## src/rtl/stack_pointer_unit_pkg.sv

```systemverilog
// Shared types for the stack pointer unit: FSM state encoding, fault codes
// and the range check used when the SP is loaded.
package stack_pointer_unit_pkg;

  typedef enum logic [1:0] {
    ST_EMPTY   = 2'd0,
    ST_PARTIAL = 2'd1,
    ST_FULL    = 2'd2,
    ST_FAULT   = 2'd3
  } sp_state_e;

  localparam logic [1:0] FC_NONE      = 2'b00;
  localparam logic [1:0] FC_OVERFLOW  = 2'b01;
  localparam logic [1:0] FC_UNDERFLOW = 2'b10;
  localparam logic [1:0] FC_ILLEGAL   = 2'b11;

  // True when v lies inside the inclusive window [lo, hi].
  function automatic logic in_range(input logic [9:0] v,
                                    input logic [9:0] lo,
                                    input logic [9:0] hi);
    return (v >= lo) && (v <= hi);
  endfunction

endpackage

```

## src/rtl/ten_bit_decrementer.sv

```systemverilog
// 10-bit decrement-by-one built as a half-subtractor borrow chain.
module ten_bit_decrementer (
  input  logic [9:0] i_a,
  output logic [9:0] o_s,
  output logic       o_o
);

  logic w_borrow;

  // Ripple a borrow of one from bit 0 upward; o_o is the final borrow.
  always_comb begin
    w_borrow = 1'b1;
    o_s      = '0;
    for (int i = 0; i < 10; i++) begin
      o_s[i]   = i_a[i] ^ w_borrow;
      w_borrow = ~i_a[i] & w_borrow;
    end
    o_o = w_borrow;
  end

endmodule

```

## src/rtl/ten_bit_incrementer.sv

```systemverilog
// 10-bit increment-by-one built as a half-adder carry chain.
module ten_bit_incrementer (
  input  logic [9:0] i_a,
  output logic [9:0] o_s,
  output logic       o_o
);

  logic w_carry;

  // Ripple a carry of one from bit 0 upward; o_o is the final carry.
  always_comb begin
    w_carry = 1'b1;
    o_s     = '0;
    for (int i = 0; i < 10; i++) begin
      o_s[i]  = i_a[i] ^ w_carry;
      w_carry = i_a[i] & w_carry;
    end
    o_o = w_carry;
  end

endmodule

```

## src/rtl/stack_pointer_unit.sv

```systemverilog
// Stack pointer owner for a downward-growing stack: generates the stack
// memory address/strobes for push and pop, tracks empty/full and latches
// overflow, underflow and illegal-command faults.
//
//   state      | meaning
//   -----------+-----------------------------------------------------------
//   ST_EMPTY   | sp == STACK_TOP, nothing stored, sp is next free slot
//   ST_PARTIAL | at least one entry stored, sp is next free slot
//   ST_FULL    | sp == STACK_LIMIT and that slot is occupied
//   ST_FAULT   | commands ignored until clear_fault; sp and code held
module stack_pointer_unit
  import stack_pointer_unit_pkg::*;
#(
  parameter logic [9:0] STACK_TOP   = 10'h3FF,
  parameter logic [9:0] STACK_LIMIT = 10'h300
) (
  input  logic       i_clk,
  input  logic       i_reset,
  input  logic       i_push,
  input  logic       i_pop,
  input  logic       i_sp_load,
  input  logic [9:0] i_sp_load_val,
  input  logic       i_clear_fault,
  output logic [9:0] o_sp,
  output logic       o_empty,
  output logic       o_full,
  output logic       o_fault,
  output logic [1:0] o_fault_code,
  output logic [9:0] o_mem_addr,
  output logic       o_mem_we,
  output logic       o_mem_re
);

  sp_state_e  r_state;
  logic [9:0] r_sp;
  logic [1:0] r_fault_code;
  logic       r_empty;
  logic       r_full;
  logic       r_fault;

  sp_state_e  w_nxt_state;
  logic [9:0] w_nxt_sp;
  logic [1:0] w_nxt_fc;
  logic [9:0] w_sp_dec;
  logic [9:0] w_sp_inc;
  logic       w_dec_o;
  logic       w_inc_o;
  logic       w_unused_carry;

  ten_bit_decrementer u_dec (.i_a(r_sp), .o_s(w_sp_dec), .o_o(w_dec_o));
  ten_bit_incrementer u_inc (.i_a(r_sp), .o_s(w_sp_inc), .o_o(w_inc_o));

  // Range checks always precede the SP update, so the chain carries never matter.
  assign w_unused_carry = w_dec_o ^ w_inc_o;

  // Command decode: picks next SP/state/code and this cycle's memory strobes.
  always_comb begin
    w_nxt_state = r_state;
    w_nxt_sp    = r_sp;
    w_nxt_fc    = r_fault_code;
    o_mem_addr  = r_sp;
    o_mem_we    = 1'b0;
    o_mem_re    = 1'b0;
    if (i_reset) begin
      // in-flight op discarded; registers reload in the sequential block
    end else if (r_state == ST_FAULT) begin
      if (i_clear_fault) begin
        w_nxt_fc    = FC_NONE;
        w_nxt_state = (r_sp == STACK_TOP) ? ST_EMPTY : ST_PARTIAL;
      end
    end else if (i_sp_load) begin
      if (in_range(i_sp_load_val, STACK_LIMIT, STACK_TOP)) begin
        w_nxt_sp    = i_sp_load_val;
        w_nxt_state = (i_sp_load_val == STACK_TOP) ? ST_EMPTY : ST_PARTIAL;
      end else begin
        w_nxt_fc    = FC_ILLEGAL;
        w_nxt_state = ST_FAULT;
      end
    end else if (i_push && i_pop) begin
      w_nxt_fc    = FC_ILLEGAL;
      w_nxt_state = ST_FAULT;
    end else if (i_push) begin
      if (r_state == ST_FULL) begin
        w_nxt_fc    = FC_OVERFLOW;
        w_nxt_state = ST_FAULT;
      end else begin
        o_mem_we = 1'b1;
        if (r_sp == STACK_LIMIT) begin
          w_nxt_state = ST_FULL;
        end else begin
          w_nxt_sp    = w_sp_dec;
          w_nxt_state = ST_PARTIAL;
        end
      end
    end else if (i_pop) begin
      if (r_state == ST_EMPTY) begin
        w_nxt_fc    = FC_UNDERFLOW;
        w_nxt_state = ST_FAULT;
      end else if (r_state == ST_FULL) begin
        // the limit slot itself holds data, so read it in place
        o_mem_re    = 1'b1;
        w_nxt_state = (STACK_LIMIT == STACK_TOP) ? ST_EMPTY : ST_PARTIAL;
      end else begin
        o_mem_addr  = w_sp_inc;
        o_mem_re    = 1'b1;
        w_nxt_sp    = w_sp_inc;
        w_nxt_state = (w_sp_inc == STACK_TOP) ? ST_EMPTY : ST_PARTIAL;
      end
    end
  end

  // State, SP, fault code and decoded status flags update on the clock edge.
  always_ff @(posedge i_clk) begin
    if (i_reset) begin
      r_state      <= ST_EMPTY;
      r_sp         <= STACK_TOP;
      r_fault_code <= FC_NONE;
      r_empty      <= 1'b1;
      r_full       <= 1'b0;
      r_fault      <= 1'b0;
    end else begin
      r_state      <= w_nxt_state;
      r_sp         <= w_nxt_sp;
      r_fault_code <= w_nxt_fc;
      r_empty      <= (w_nxt_state == ST_EMPTY);
      r_full       <= (w_nxt_state == ST_FULL);
      r_fault      <= (w_nxt_state == ST_FAULT);
    end
  end

  assign o_sp         = r_sp;
  assign o_empty      = r_empty;
  assign o_full       = r_full;
  assign o_fault      = r_fault;
  assign o_fault_code = r_fault_code;

endmodule

```

## config.mk

```make
export PLATFORM = sky130hd
export DESIGN_NAME = stack_pointer_unit
export DESIGN_NICKNAME = d
export VERILOG_FILES = /design/src/rtl/stack_pointer_unit_pkg.sv /design/src/rtl/ten_bit_decrementer.sv /design/src/rtl/ten_bit_incrementer.sv /design/src/rtl/stack_pointer_unit.sv
export SDC_FILE = /design/constraint.sdc
export NUM_CORES = 1
export LEC_CHECK = 0
export CAP_MARGIN = 20
export CORE_ASPECT_RATIO = 1.4
export CORE_MARGIN = 2
export CORE_UTILIZATION = 45
export DETAILED_ROUTE_END_ITERATION = 6
export PLACE_DENSITY = 0.85
export SYNTH_ARGS = -nofsm -noshare
export SYNTH_HDL_FRONTEND = slang
export SYNTH_SLANG_ARGS = --single-unit
export TNS_END_PERCENT = 1
```

## constraint.sdc

```tcl
create_clock -name i_clk -period 2.94 [get_ports i_clk]
set_input_delay 0.588 -clock i_clk [delete_from_list [all_inputs] [get_ports i_clk]]
set_output_delay 0.588 -clock i_clk [all_outputs]
set_load 0.02 [all_outputs]
```

# Word-level counts from Yosys, hierarchy flattened
# Index checks and enable logic that the tools add are counted.
# Widths: inputs -> output; s select.
dict set report op_classes {
  n_lt_le_gt_ge 2
  eq_ne 15
  n_mux 51
  bitwise_logic 44
  n_reduce_logical 8
}
# cell n
set op_table {}
lappend op_table {{$mux 10} 14}
lappend op_table {{$eq 10x10->1 const B} 4}
lappend op_table {{$mux 2} 20}
lappend op_table {{$xor 1x1->1} 18}
lappend op_table {{$mux 1} 17}
lappend op_table {{$and 1x1->1} 16}
lappend op_table {{$ge 10x10->1 const B} 1}
lappend op_table {{$le 10x10->1 const B} 1}
lappend op_table {{$not 1->1} 10}
lappend op_table {{$reduce_and 5->1} 2}
lappend op_table {{$reduce_bool 5->1} 2}
lappend op_table {{$ne 3x3->1 const B} 3}
lappend op_table {{$eq 2x2->1 const B} 4}
lappend op_table {{$ne 5x1->1 const B} 1}
lappend op_table {{$logic_not 2->1} 2}
lappend op_table {{$ne 2x2->1 const B} 2}
lappend op_table {{$logic_and 1x1->1} 2}
lappend op_table {{$ne 2x1->1 const B} 1}
dict set report totals {
  regBits 17
  inputBits 16
  out_inout_bits 27
  wordCells 126
}

# Depth between registers and ports, before layout
# Gate-level depths: netlist of the first run.
dict set report depth {
  ltp_word 20
  mapped_depth 14
  ltp_nobuf 14
}

# Cells and area by module
# Synthesis of the first run repeated with hierarchy kept, for this count alone.
dict set report unflattened {
  hier_cells 198
  hier_area_um2 1547.7
}
# module n_inst cells_per_inst area_per_inst_um2 seq_area_each_um2
set modules_own_cells {}
lappend modules_own_cells {stack_pointer_unit 1 160 1247.4 340.3}
lappend modules_own_cells {ten_bit_decrementer 1 28 183.9 0.0}
lappend modules_own_cells {ten_bit_incrementer 1 10 116.4 0.0}

# Least setup slack after synthesis of the first run
# OpenSTA, ideal clock, no wires.
dict set report synth_path {
  path_kind {reg-to-output}
  startpoint {register r_sp[0], in the netlist o_sp[0]}
  endpoint {output o_mem_addr[8]}
  arrival_time_ns 2.192
  required_time_ns 2.352
  path_slack_ns 0.160
  stages_incl_launch_ff 11
  path_cell_list {dfxtp_1 > ha_1 > ha_1 > ha_1 > ha_1 > ha_1 > and2_1 > ha_1 > ha_1 > nand2_1 > o21ai_0}
}
dict set report synth_via {
  elab_chain_len 16
}
# element line_no
set synth_lines {}
lappend synth_lines {{from (decl)} stack_pointer_unit.sv:35} ;# logic [9:0] r_sp;
lappend synth_lines {{from (signal assigned)} stack_pointer_unit.sv:123} ;# r_sp <= w_nxt_sp;
lappend synth_lines {{$and 1x1->1 (7 in a row)} ten_bit_incrementer.sv:16} ;# w_carry = i_a[i] & w_carry;
lappend synth_lines {{$xor 1x1->1} ten_bit_incrementer.sv:15} ;# o_s[i] = i_a[i] ^ w_carry;
lappend synth_lines {{$mux 10} stack_pointer_unit.sv:99} ;# end else if (r_state == ST_FULL) begin
lappend synth_lines {{$mux 10} stack_pointer_unit.sv:96} ;# if (r_state == ST_EMPTY) begin
lappend synth_lines {{$mux 10} stack_pointer_unit.sv:95} ;# end else if (i_pop) begin
lappend synth_lines {{$mux 10} stack_pointer_unit.sv:82} ;# end else if (i_push) begin
lappend synth_lines {{$mux 10} stack_pointer_unit.sv:79} ;# end else if (i_push && i_pop) begin
lappend synth_lines {{$mux 10} stack_pointer_unit.sv:71} ;# end else if (i_sp_load) begin
lappend synth_lines {{$mux 10} stack_pointer_unit.sv:66} ;# end else if (r_state == ST_FAULT) begin
lappend synth_lines {{$mux 10} stack_pointer_unit.sv:64} ;# if (i_reset) begin
lappend synth_lines {{to (decl)} stack_pointer_unit.sv:29} ;# output logic [9:0] o_mem_addr,
# No other way between the ends.

# Worst setup path in the final report of the first run
dict set report layout_path {
  startpoint {input i_sp_load}
  endpoint {output o_mem_addr[1]}
}
dict set report layout_via {
  elab_chain_len 3
}
# element line_no
set layout_lines {}
lappend layout_lines {{from (decl)} stack_pointer_unit.sv:21} ;# input logic i_sp_load,
lappend layout_lines {{$mux 10} stack_pointer_unit.sv:71}
lappend layout_lines {{$mux 10} stack_pointer_unit.sv:66}
lappend layout_lines {{$mux 10} stack_pointer_unit.sv:64}
# No other way between the ends.

==> flow_summary_export.csv, run 1 <==
group,metric,value,unit
floorplan,placementRows,24,
setup_path,critPathMaxStageDelay,420,ps
layout,fin_util,68.7,%
setup_path,cp.arrival,2400,ps
run,cap_viol_max_count,0,
setup_path,worstSetupPathType,"in -> out",
layout,fin_area,2170,sq um
synthesis,synth_top_area_share,22.5,%
min_path,whs_endpoint,"o_fault_code[0]",
sta,hold_violations,0,
floorplan,die_w,53.0,um
layout,syn_to_final_growth,43.0,%
synthesis,ys.warnings.count,0,
global_route,grt_max_degree,24,
sta,finClkSkew,0.879,ps
sta,max_freq,334,MHz
synthesis,synth.area.top_cells,"dfxtp_1 22%, ha_1 14%, o21ai_0 8.3%",
global_route,grt_pass1_wl,7560,um
route,wl,4890,um
placement,io_buffers,42,
min_path,hold_path.class,"reg -> reg",
placement,placedCellCount,301,
sta,slew-limit-headroom,50.5,%
route,wl_met1,1760,um
placement,routabilityCongestion,0.896,
min_path,hold_start,"o_fault_code[0]",
route,routed.top_layer,"met4",
synthesis,synth-seq-area-share,22.5,%
floorplan,io_pins,43,
placement,post_dp_cell_area,2090,sq um
setup_path,r2r_cells,15,
setup_path,crit_family,"buffers and inverters",
synthesis,syn_area_per_cell,7.15,sq um
setup_path,worst_setup_path_start_kind,"primary input",
layout,fin_cells,306,
clock_tree,clockRootBuffer,"clkbuf_8",
synthesis,synthTopCellsByCount,"25 x o21ai_0, 23 x nand2_1, 18 x a21oi_1",
global_route,antenna_found_initial,0,
setup_path,r2r-end,"o_sp[9]",
synthesis,yosysMostFrequentCell,"o21ai_0",
route,drt_iter0_markers,96,
sta,finalWorstSetupSlack,-49.6,ps
placement,dpl.hpwl,3580,um
sta,max_slew.worst_pin.slew,736,ps
clock_tree,path_clk_slew,70,ps
clock_tree,htree_levels,1,
sta,whs,479,ps
synthesis,synthArstFlopShare,0,%
layout,fillers,269,
sta,fin_crit_sh,102,%
route,drc_errors,0,
clock_tree,numCtsBuffers,3,
synthesis,synth_ff_type,"dfxtp_1",
min_path,min_path_cells,2,
layout,layout-drive-gt1-share,16.9,%
layout,fin_nets,301,
setup_path,reg2reg_setup_slack,140,ps
outcome,status,"complete, but fails checks",
floorplan,floorplan.initialDensity,48.1,%
synthesis,synth-edff-count,0,
synthesis,ys_seq_elements,17,
global_route,grt.total_usage,25.8,%
clock_tree,clock_latency,250,ps
setup_path,critical_path_depth,6,
pwr,total_power,0.000878,W
route,dr_wl_met3,354,um
synthesis,syn_inst,212,
setup_path,crit_path_cell_trace,"clkdlybuf4s50_1 -> or2_2 -> nor4_4 -> buf_2 -> o21ai_0 -> dlygate4sd2_1",
clock_tree,cts_sinks,17,
setup_path,cp.buffers_inverters,3,
pwr,power_density,405,nW/um^2
setup_path,endpoint_kind,"output pin",
synthesis,syn_area,1520,sq um
synthesis,synth_nets,245,
floorplan,die-area,3850,sq um
synthesis,ys_types,38,
floorplan,coreArea,3150,sq um
clock_tree,cts_tree,"yes",
setup_path,cp.required,2350,ps
clock_tree,post_cts_buffers,0,
setup_path,crit_slowest_cell,"clkdlybuf4s50_1",
route,vias,1829,
floorplan,die_y,72.7,um
clock_tree,clockBufferDepth,2,
setup_path,crit_fanout,7,
setup_path,rr_startpoint,"o_sp[0]",
route,drtAntennaViolNets,0,
sta,rsz0062_at_grt,"true",
route,dr.pass1.iters,4,
synthesis,synth_top_area_cell,"dfxtp_1",
sta,slew_violations,0,
route,wl_met2,2530,um
outcome,violations,"setup timing",
layout,diodes,0,
sta,setup_viol,6,
pwr,peakVddDrop,249,uV
pwr,p_leak,0.932,nW
global_route,grt_pass1_vias,1696,
route,vias_per_cell,5.98,
route,wl_per_cell,16.0,um
sta,finalWorstPathRequiredPeriod,2990,ps
global_route,overflow,0,
## state kept, by name, indices dropped and copies added, names as in the netlist
register / flops
o_empty: 1
o_fault: 1
o_fault_code: 2
o_full: 1
o_sp: 10
r_state: 2
## worst register-to-register path: cells and delay by family, from the launching register on
family          cells  cell delay (ps)
compound gates      3              530
fa+ha+maj           8             1530
buf+inv             2              190
flops               1              360
simple gates        2              120
## layout by cell type, fill, tap and decap left out, types with 2 or more instances in the layout
master           count
dlygate4sd2_1        2
nor4_1               3
buf_2                3
clkbuf_2             3
nor2b_1              4
xnor2_1              7
dfxtp_2              2
ha_4                 2
a22oi_1              2
inv_1               13
clkbuf_8             3
nand3_1              5
buf_4               21
a31oi_1              7
ha_1                11
a21oi_1             18
o21ai_0             25
dfxtp_1             15
clkdlybuf4s15_1      4
clkdlybuf4s50_1     31
nor3_1              16
nand2_1             23
and2_1               2
nand4_1              6
ha_2                 4
nor2_1              13
## power breakdown
part           internal, W  switching (W)
registers         0.000253      0.0000207
clock network    0.0000942      0.0000855
logic             0.000202       0.000223
## area by class of cell
| type | count | area, sq um | share of cell area, % |
|---|---|---|---|
| multi-input cells | 168 | 1110 | 51.4 |
| repair buffers | 65 | 567 | 26.2 |
| flip-flops and latches | 17 | 343 | 15.8 |
| inverters | 13 | 48.8 | 2.25 |
| well taps | 39 | 48.8 | 2.25 |
| clock buffers | 3 | 41.3 | 1.91 |
| clock inverters | 1 | 5.00 | 0.231 |
## what timing repair did
action	in CTS	in global routing
gates cloned	0	1
resized for setup	30	15
hold buffers	0	0
setup endpoints to repair	16	14
## stage by stage
stage / setup TNS, ps / setup slack [ps]
6_report: -169 / -49.6
5_1_grt: -580 / -110
4_1_cts: -25.6 / -17.1
3_5_place_dp: -2520 / -325
3_3_place_gp: -2240 / -278
2_1_floorplan: 0 / 160
## worst max-delay path by stage
| stage | slack, ps | startpoint | end |
|---|---|---|---|
| floorplan | 160 | o_sp[0] | o_mem_addr[8] |
| global placement | -280 | i_sp_load | o_mem_addr[6] |
| detailed placement | -330 | i_sp_load | o_mem_addr[9] |
| CTS | -20 | i_sp_load | o_mem_addr[6] |
| global route | -110 | i_sp_load | o_mem_addr[9] |
| finish | -50 | i_sp_load | o_mem_addr[1] |
## layer usage
layer  track usage, %  vias to the layer above
li1                 -                      874
met1             30.7                      828
met2             45.3                      100
met3             1.64                       27
met4             13.7                        0
met5                0                        -
## kinds of logic after synthesis
logic type      Yosys count  synth area share [%]
buf+inv                  27                  6.94
compound gates           63                  25.4
flops                    17                  22.5
simple gates             81                  27.2
xor+xnor                  7                  4.05
fa+ha+maj                17                  14.0
Note: power is estimated with default switching activity, not from simulation.
==> inputs of run 2 (changes only) <==
Settings changed: DONT_BUFFER_PORTS set to 1, PLACE_DENSITY 0.85 to 0.69.
==> run 2 against run 1 <==
Against the previous run:
- the run now ends clean
- cell area decreased by 19%
- wire length decreased by 10%
- flip-flop and latch count unchanged
==> flow_summary_export.csv, run 2 (synthesized netlist as in run 1, its figures left out) <==
group,metric,value,unit
outcome,status,"complete, no violations",
route,wl_per_cell,16.8,um
sta,max_slew.worst_pin.slew,741,ps
run,cap_viol_max_count,0,
setup_path,r2r_cells,15,
layout,largest_reg_flops,10,
sta,fin_crit_sh,97.1,%
global_route,grt_max_degree,25,
sta,setup_viol,0,
layout,fin_nets,256,
layout,fillers,320,
placement,placedCellCount,257,
setup_path,worst_setup_path_start_kind,"register",
sta,rsz0062_at_grt,"false",
pwr,p_leak,0.743,nW
global_route,grt_pass1_wl,7180,um
clock_tree,numCtsBuffers,3,
sta,max_freq,350,MHz
layout,final_cell_mix,"23 x nand2_1, 23 x o21ai_0, 20 x buf_4, 18 x a21oi_1, 16 x nor3_1",
pwr,peakVddDrop,307,uV
clock_tree,clockRootBuffer,"clkbuf_8",
sta,slew_violations,0,
clock_tree,htree_levels,1,
clock_tree,post_cts_buffers,0,
floorplan,die_y,72.7,um
layout,diodes,0,
setup_path,cp.arrival,2270,ps
setup_path,worstSetupPathType,"reg -> out",
floorplan,die-area,3850,sq um
floorplan,placementRows,24,
clock_tree,cts_tree,"yes",
setup_path,crit_slowest_cell,"dfxtp_2",
clock_tree,cts_sinks,17,
setup_path,cp.required,2350,ps
clock_tree,clockBufferDepth,2,
sta,fin_setup_tns,0,ps
placement,dpl.hpwl,3290,um
sta,slew-limit-headroom,50.1,%
floorplan,die_w,53.0,um
clock_tree,cts_hold_buf,0,
route,wl,4390,um
route,drtAntennaViolNets,0,
placement,routabilityCongestion,0.851,
setup_path,endpoint_kind,"output pin",
setup_path,crit_fanout,3,
min_path,min_path_cells,1,
setup_path,critPathMaxStageDelay,340,ps
sta,finalWorstPathRequiredPeriod,2860,ps
floorplan,coreArea,3150,sq um
layout,fin_util,55.6,%
route,vias,1577,
route,drt_iter0_markers,47,
sta,finClkSkew,2.28,ps
layout,fin_cells,261,
global_route,grt_pass1_vias,1531,
layout,syn_to_final_growth,15.7,%
pwr,power_density,444,nW/um^2
global_route,antenna_found_initial,0,
global_route,grt.total_usage,25.1,%
global_route,overflow,0,
clock_tree,path_clk_slew,70,ps
placement,io_buffers,0,
setup_path,crit_path_cell_trace,"ha_4 -> ha_2 -> ha_2 -> ha_2 -> ha_1 -> and2_4 -> ha_4 -> ha_4 -> nand2_1 -> o21ai_1 -> buf_4",
route,drc_errors,0,
sta,hold_violations,0,
min_path,hold_path.class,"in -> reg",
floorplan,io_pins,43,
floorplan,floorplan.initialDensity,48.1,%
route,dr.pass1.iters,4,
layout,layout-drive-gt1-share,16.7,%
route,vias_per_cell,6.04,
clock_tree,clock_latency,260,ps
==> run 2: changes by cell type in the layout (fill, tap and decap cells not counted), moves of 2 or more <==
cell | previous run | this run
clkbuf_2 | 3 | 0
o21ai_1 | 0 | 2
dlygate4sd2_1 | 2 | 0
clkdlybuf4s15_1 | 4 | 0
o21ai_0 | 25 | 23
buf_2 | 3 | 0
clkdlybuf4s50_1 | 31 | 0
==> run 2: power breakdown <==
group | switching, W | internal [W]
Combinational | 0.000161 | 0.000136
Clock | 0.0000892 | 0.0000965
Sequential | 0.0000429 | 0.000253
Total | 0.000293 | 0.000485
==> run 2: worst paths after layout <==
kind / startpoint / end / slack, ps
worst max-delay path: o_sp[0] / o_mem_addr[8] / 80
worst min-delay path: i_reset / o_fault_code[1] / 390
worst max register to register: o_sp[0] / o_sp[9] / 140
worst min register to register: o_fault_code[1] / o_fault_code[1] / 570
==> run 2: stage by stage <==
stage	worst slack [ps]	hold slack [ps]	instance area [sq um]	total power (W)
2_1_floorplan	160	549	1520	0.000501
3_3_place_gp	207	559	1660	0.000567
3_5_place_dp	138	568	1660	0.000570
4_1_cts	9.05	381	1730	0.000771
5_1_grt	3.13	384	1750	0.000828
6_report	84.9	388	1750	0.000778
==> run 2: timing repair <==
item,in CTS,in global routing
pin swaps,0,1
gates cloned,0,0
endpoints found under the setup margin,2,4
resized for setup,7,6
==> run 2: final cells by class <==
class	instances	area, sq um	area share (%)
Timing Repair Buffer	20	150	8.57
Inverter	13	48.8	2.78
Clock buffer	4	45.0	2.57
Sequential cell	17	343	19.6
Multi-Input combinational cell	168	1120	63.7
Tap cell	39	48.8	2.78
==> run 2: metal layers <==
layer	global-route usage, %	up-vias	share of wire (%)
li1	-	784	-
met1	30.7	730	40
met2	42.4	50	51
met3	4.71	13	4.9
met4	10.3	0	3.4
met5	0	-	0
==> run 2: worst max-delay path: cells and delay by family (launching register included) <==
family | cells | cell delay, ps
AO/OA/AOI/OAI | 1 | 70
adder cells (fa/ha/maj) | 7 | 1240
buffers and inverters | 1 | 150
flip-flops | 1 | 340
AND/OR/NAND/NOR | 2 | 210
==> inputs of run 3 (changes only) <==
Settings changed: ABC_AREA set to 1.
==> run 3 against run 2 <==
Against the previous run:
- the run now ends with setup timing left
- sequential power grew 2%
- hold slack gained 6.8 ps
- sequential share of layout area shrank 1.2 points
- wire length grew 3.3%
- power grew 14%
- critical endpoint is now o_mem_addr[9]
- largest cell class unchanged
==> flow_summary_export.csv, run 3 <==
group,metric,value,unit
sta,rsz0062_at_grt,"true",
clock_tree,htree_levels,1,
setup_path,reg2reg_setup_slack,110,ps
layout,fin_cells,285,
synthesis,syn_area_per_cell,6.67,sq um
synthesis,synth-seq-area-share,22.4,%
route,vias_per_cell,5.59,
outcome,violations,"setup timing",
clock_tree,clockRootBuffer,"clkbuf_8",
global_route,grt_max_degree,16,
pwr,seqPwrFrac,34.0,%
pwr,total_power,0.000888,W
setup_path,rr_startpoint,"o_sp[1]",
global_route,antenna_found_initial,0,
sta,finClkSkew,1.87,ps
setup_path,endpoint_kind,"output pin",
setup_path,crit_path_cell_trace,"ha_4 -> ha_4 -> ha_4 -> ha_4 -> ha_4 -> nand2_2 -> inv_2 -> ha_4 -> ha_4 -> inv_2 -> nand2_2 -> nand2_2 -> nor2_2 -> a21oi_2 -> o22ai_1 -> buf_4",
placement,post_dp_cell_area,1640,sq um
pwr,power.share.clock,21.0,%
synthesis,synth_nets,261,
clock_tree,clock_latency,260,ps
synthesis,syn_inst,228,
pwr,combPwrFrac,45.0,%
global_route,grt_pass1_wl,7000,um
synthesis,synth_ff_type,"dfxtp_1",
layout,fin_nets,279,
synthesis,synth_top_area_share,22.4,%
route,dr_wl_met3,279,um
min_path,hold_start,"i_reset",
setup_path,r2r_cells,25,
synthesis,ys_types,29,
setup_path,worstSetupPathType,"reg -> out",
synthesis,synth_top_area_cell,"dfxtp_1",
setup_path,worst_setup_path_start_kind,"register",
pwr,p_switching,0.000366,W
floorplan,placementRows,25,
setup_path,crit_fanout,2,
floorplan,die_w,53.1,um
layout,layout-drive-gt1-share,26.5,%
setup_path,crit_slowest_cell,"dfxtp_2",
setup_path,cp.arrival,2390,ps
sta,max_freq,336,MHz
route,wl_per_cell,15.9,um
layout,syn_to_final_growth,23.0,%
global_route,overflow,0,
pwr,power_density,475,nW/um^2
pwr,p_leak,0.914,nW
setup_path,cp_common_cell,"ha_4",
outcome,status,"complete, but fails checks",
sta,finalWorstSetupSlack,-38.2,ps
synthesis,synth-edff-count,0,
setup_path,critPathMaxStageDelay,340,ps
clock_tree,path_clk_slew,70,ps
layout,largest_reg_flops,10,
sta,hold_violations,0,
clock_tree,cts_hold_buf,0,
sta,slew_violations,0,
route,wl,4530,um
route,drt_iter0_markers,66,
layout,final_common_cell,"nand2_1",
floorplan,floorplan.initialDensity,45.8,%
min_path,min_path_cells,1,
route,vias,1593,
run,cap_viol_max_count,0,
clock_tree,cts_sinks,17,
synthesis,yosysMostFrequentCell,"nand2_1",
route,wl_met2,2400,um
min_path,hold_path.class,"in -> reg",
synthesis,synth.area.top_cells,"dfxtp_1 22%, ha_1 14%, nand2_1 13%",
route,drtAntennaViolNets,0,
clock_tree,numCtsBuffers,3,
setup_path,cp.buffers_inverters,3,
placement,routabilityCongestion,0.912,
sta,slew-limit-headroom,57.6,%
min_path,whs_endpoint,"o_fault_code[1]",
placement,dpl.hpwl,3350,um
clock_tree,cts_tree,"yes",
global_route,grt_pass1_vias,1527,
synthesis,ys.warnings.count,0,
sta,fin_crit_sh,101,%
setup_path,cp.required,2350,ps
layout,diodes,0,
route,dr.pass1.iters,6,
synthesis,syn_area,1520,sq um
pwr,p_int,0.000522,W
layout,final_cell_mix,"46 x nand2_1, 30 x inv_1, 19 x o21ai_0, 17 x nor2_1, 15 x dfxtp_1",
pwr,p_sw_share,41.3,%
placement,io_buffers,0,
floorplan,die-area,3870,sq um
route,drc_errors,0,
pwr,peakVddDrop,251,uV
sta,fin_setup_tns,-57.2,ps
floorplan,io_pins,43,
synthesis,synthArstFlopShare,0,%
global_route,grt.total_usage,24.8,%
sta,max_slew.worst_pin.slew,631,ps
synthesis,ys_seq_elements,17,
route,routed.top_layer,"met4",
layout,fin_area,1870,sq um
sta,setup_viol,2,
placement,placedCellCount,276,
floorplan,die_y,72.8,um
route,wl_met1,1740,um
synthesis,synthTopCellsByCount,"52 x nand2_1, 32 x inv_1, 19 x nor2_1, 19 x o21ai_0",
setup_path,r2r-end,"o_empty",
clock_tree,clockBufferDepth,2,
floorplan,coreArea,3320,sq um
setup_path,crit_family,"adder cells",
sta,finalWorstPathRequiredPeriod,2980,ps
placement,dp_slack,-1.58,ps
-- run 3: layer usage --
metal	track usage, %	vias up
li1	-	799
met2	44.4	55
met4	10.5	0
met5	0	-
met3	5.53	10
met1	27.1	729
-- run 3: cell type report --
class | count | area (sq um)
multi-input cells | 172 | 1160
flip-flops and latches | 17 | 343
fillers | 343 | 1450
well taps | 40 | 50.0
repair buffers | 16 | 135
clock buffers | 4 | 45.0
inverters | 36 | 138
-- run 3: cell families (layout without fill, tap and decap cells) --
kind of cell,Yosys count,in the layout,share of synthesized area (%)
buffers and inverters,39,56,10.6
and+or+nand+nor,101,101,29.1
adders and majority gates,17,17,14.0
AOI/OAI and AO/OA,53,53,23.3
xor gates and xnor gates,1,1,0.576
DFF,17,17,22.4
-- run 3: worst max path at each step --
stage | depth (start not counted) | slack [ps] | from | end
3_3_place_gp | 16 | 40 | o_sp[0] | o_mem_addr[9]
6_report | 16 | -40 | o_sp[1] | o_mem_addr[9]
2_1_floorplan | 14 | -40 | o_sp[1] | o_mem_addr[9]
3_5_place_dp | 16 | -2 | o_sp[0] | o_mem_addr[9]
4_1_cts | 16 | -60 | o_sp[1] | o_mem_addr[9]
5_1_grt | 16 | -120 | o_sp[1] | o_mem_addr[9]
-- run 3: stage by stage --
| stage | hold WS [ps] | util, % |
|---|---|---|
| 2_1_floorplan | 562 | - |
| 3_3_place_gp | 587 | 49.3 |
| 3_5_place_dp | 595 | 49.3 |
| 4_1_cts | 391 | 54.8 |
| 5_1_grt | 393 | 56.4 |
| 6_report | 395 | 56.4 |
-- run 3: timing repair --
action,in CTS,in global routing
pin swaps,5,9
resized for setup,19,16
endpoints found under the setup margin,3,6
setup buffers,6,0
-- run 3: power by group through the flow --
stage                     registers (W)  logic, W  clock network, W
final                          0.000302  0.000400          0.000186
after global routing           0.000305  0.000439          0.000200
after CTS                      0.000301  0.000372          0.000189
after detailed placement       0.000299  0.000314                 0
after global placement         0.000299  0.000312                 0
after floorplan                0.000312  0.000224                 0
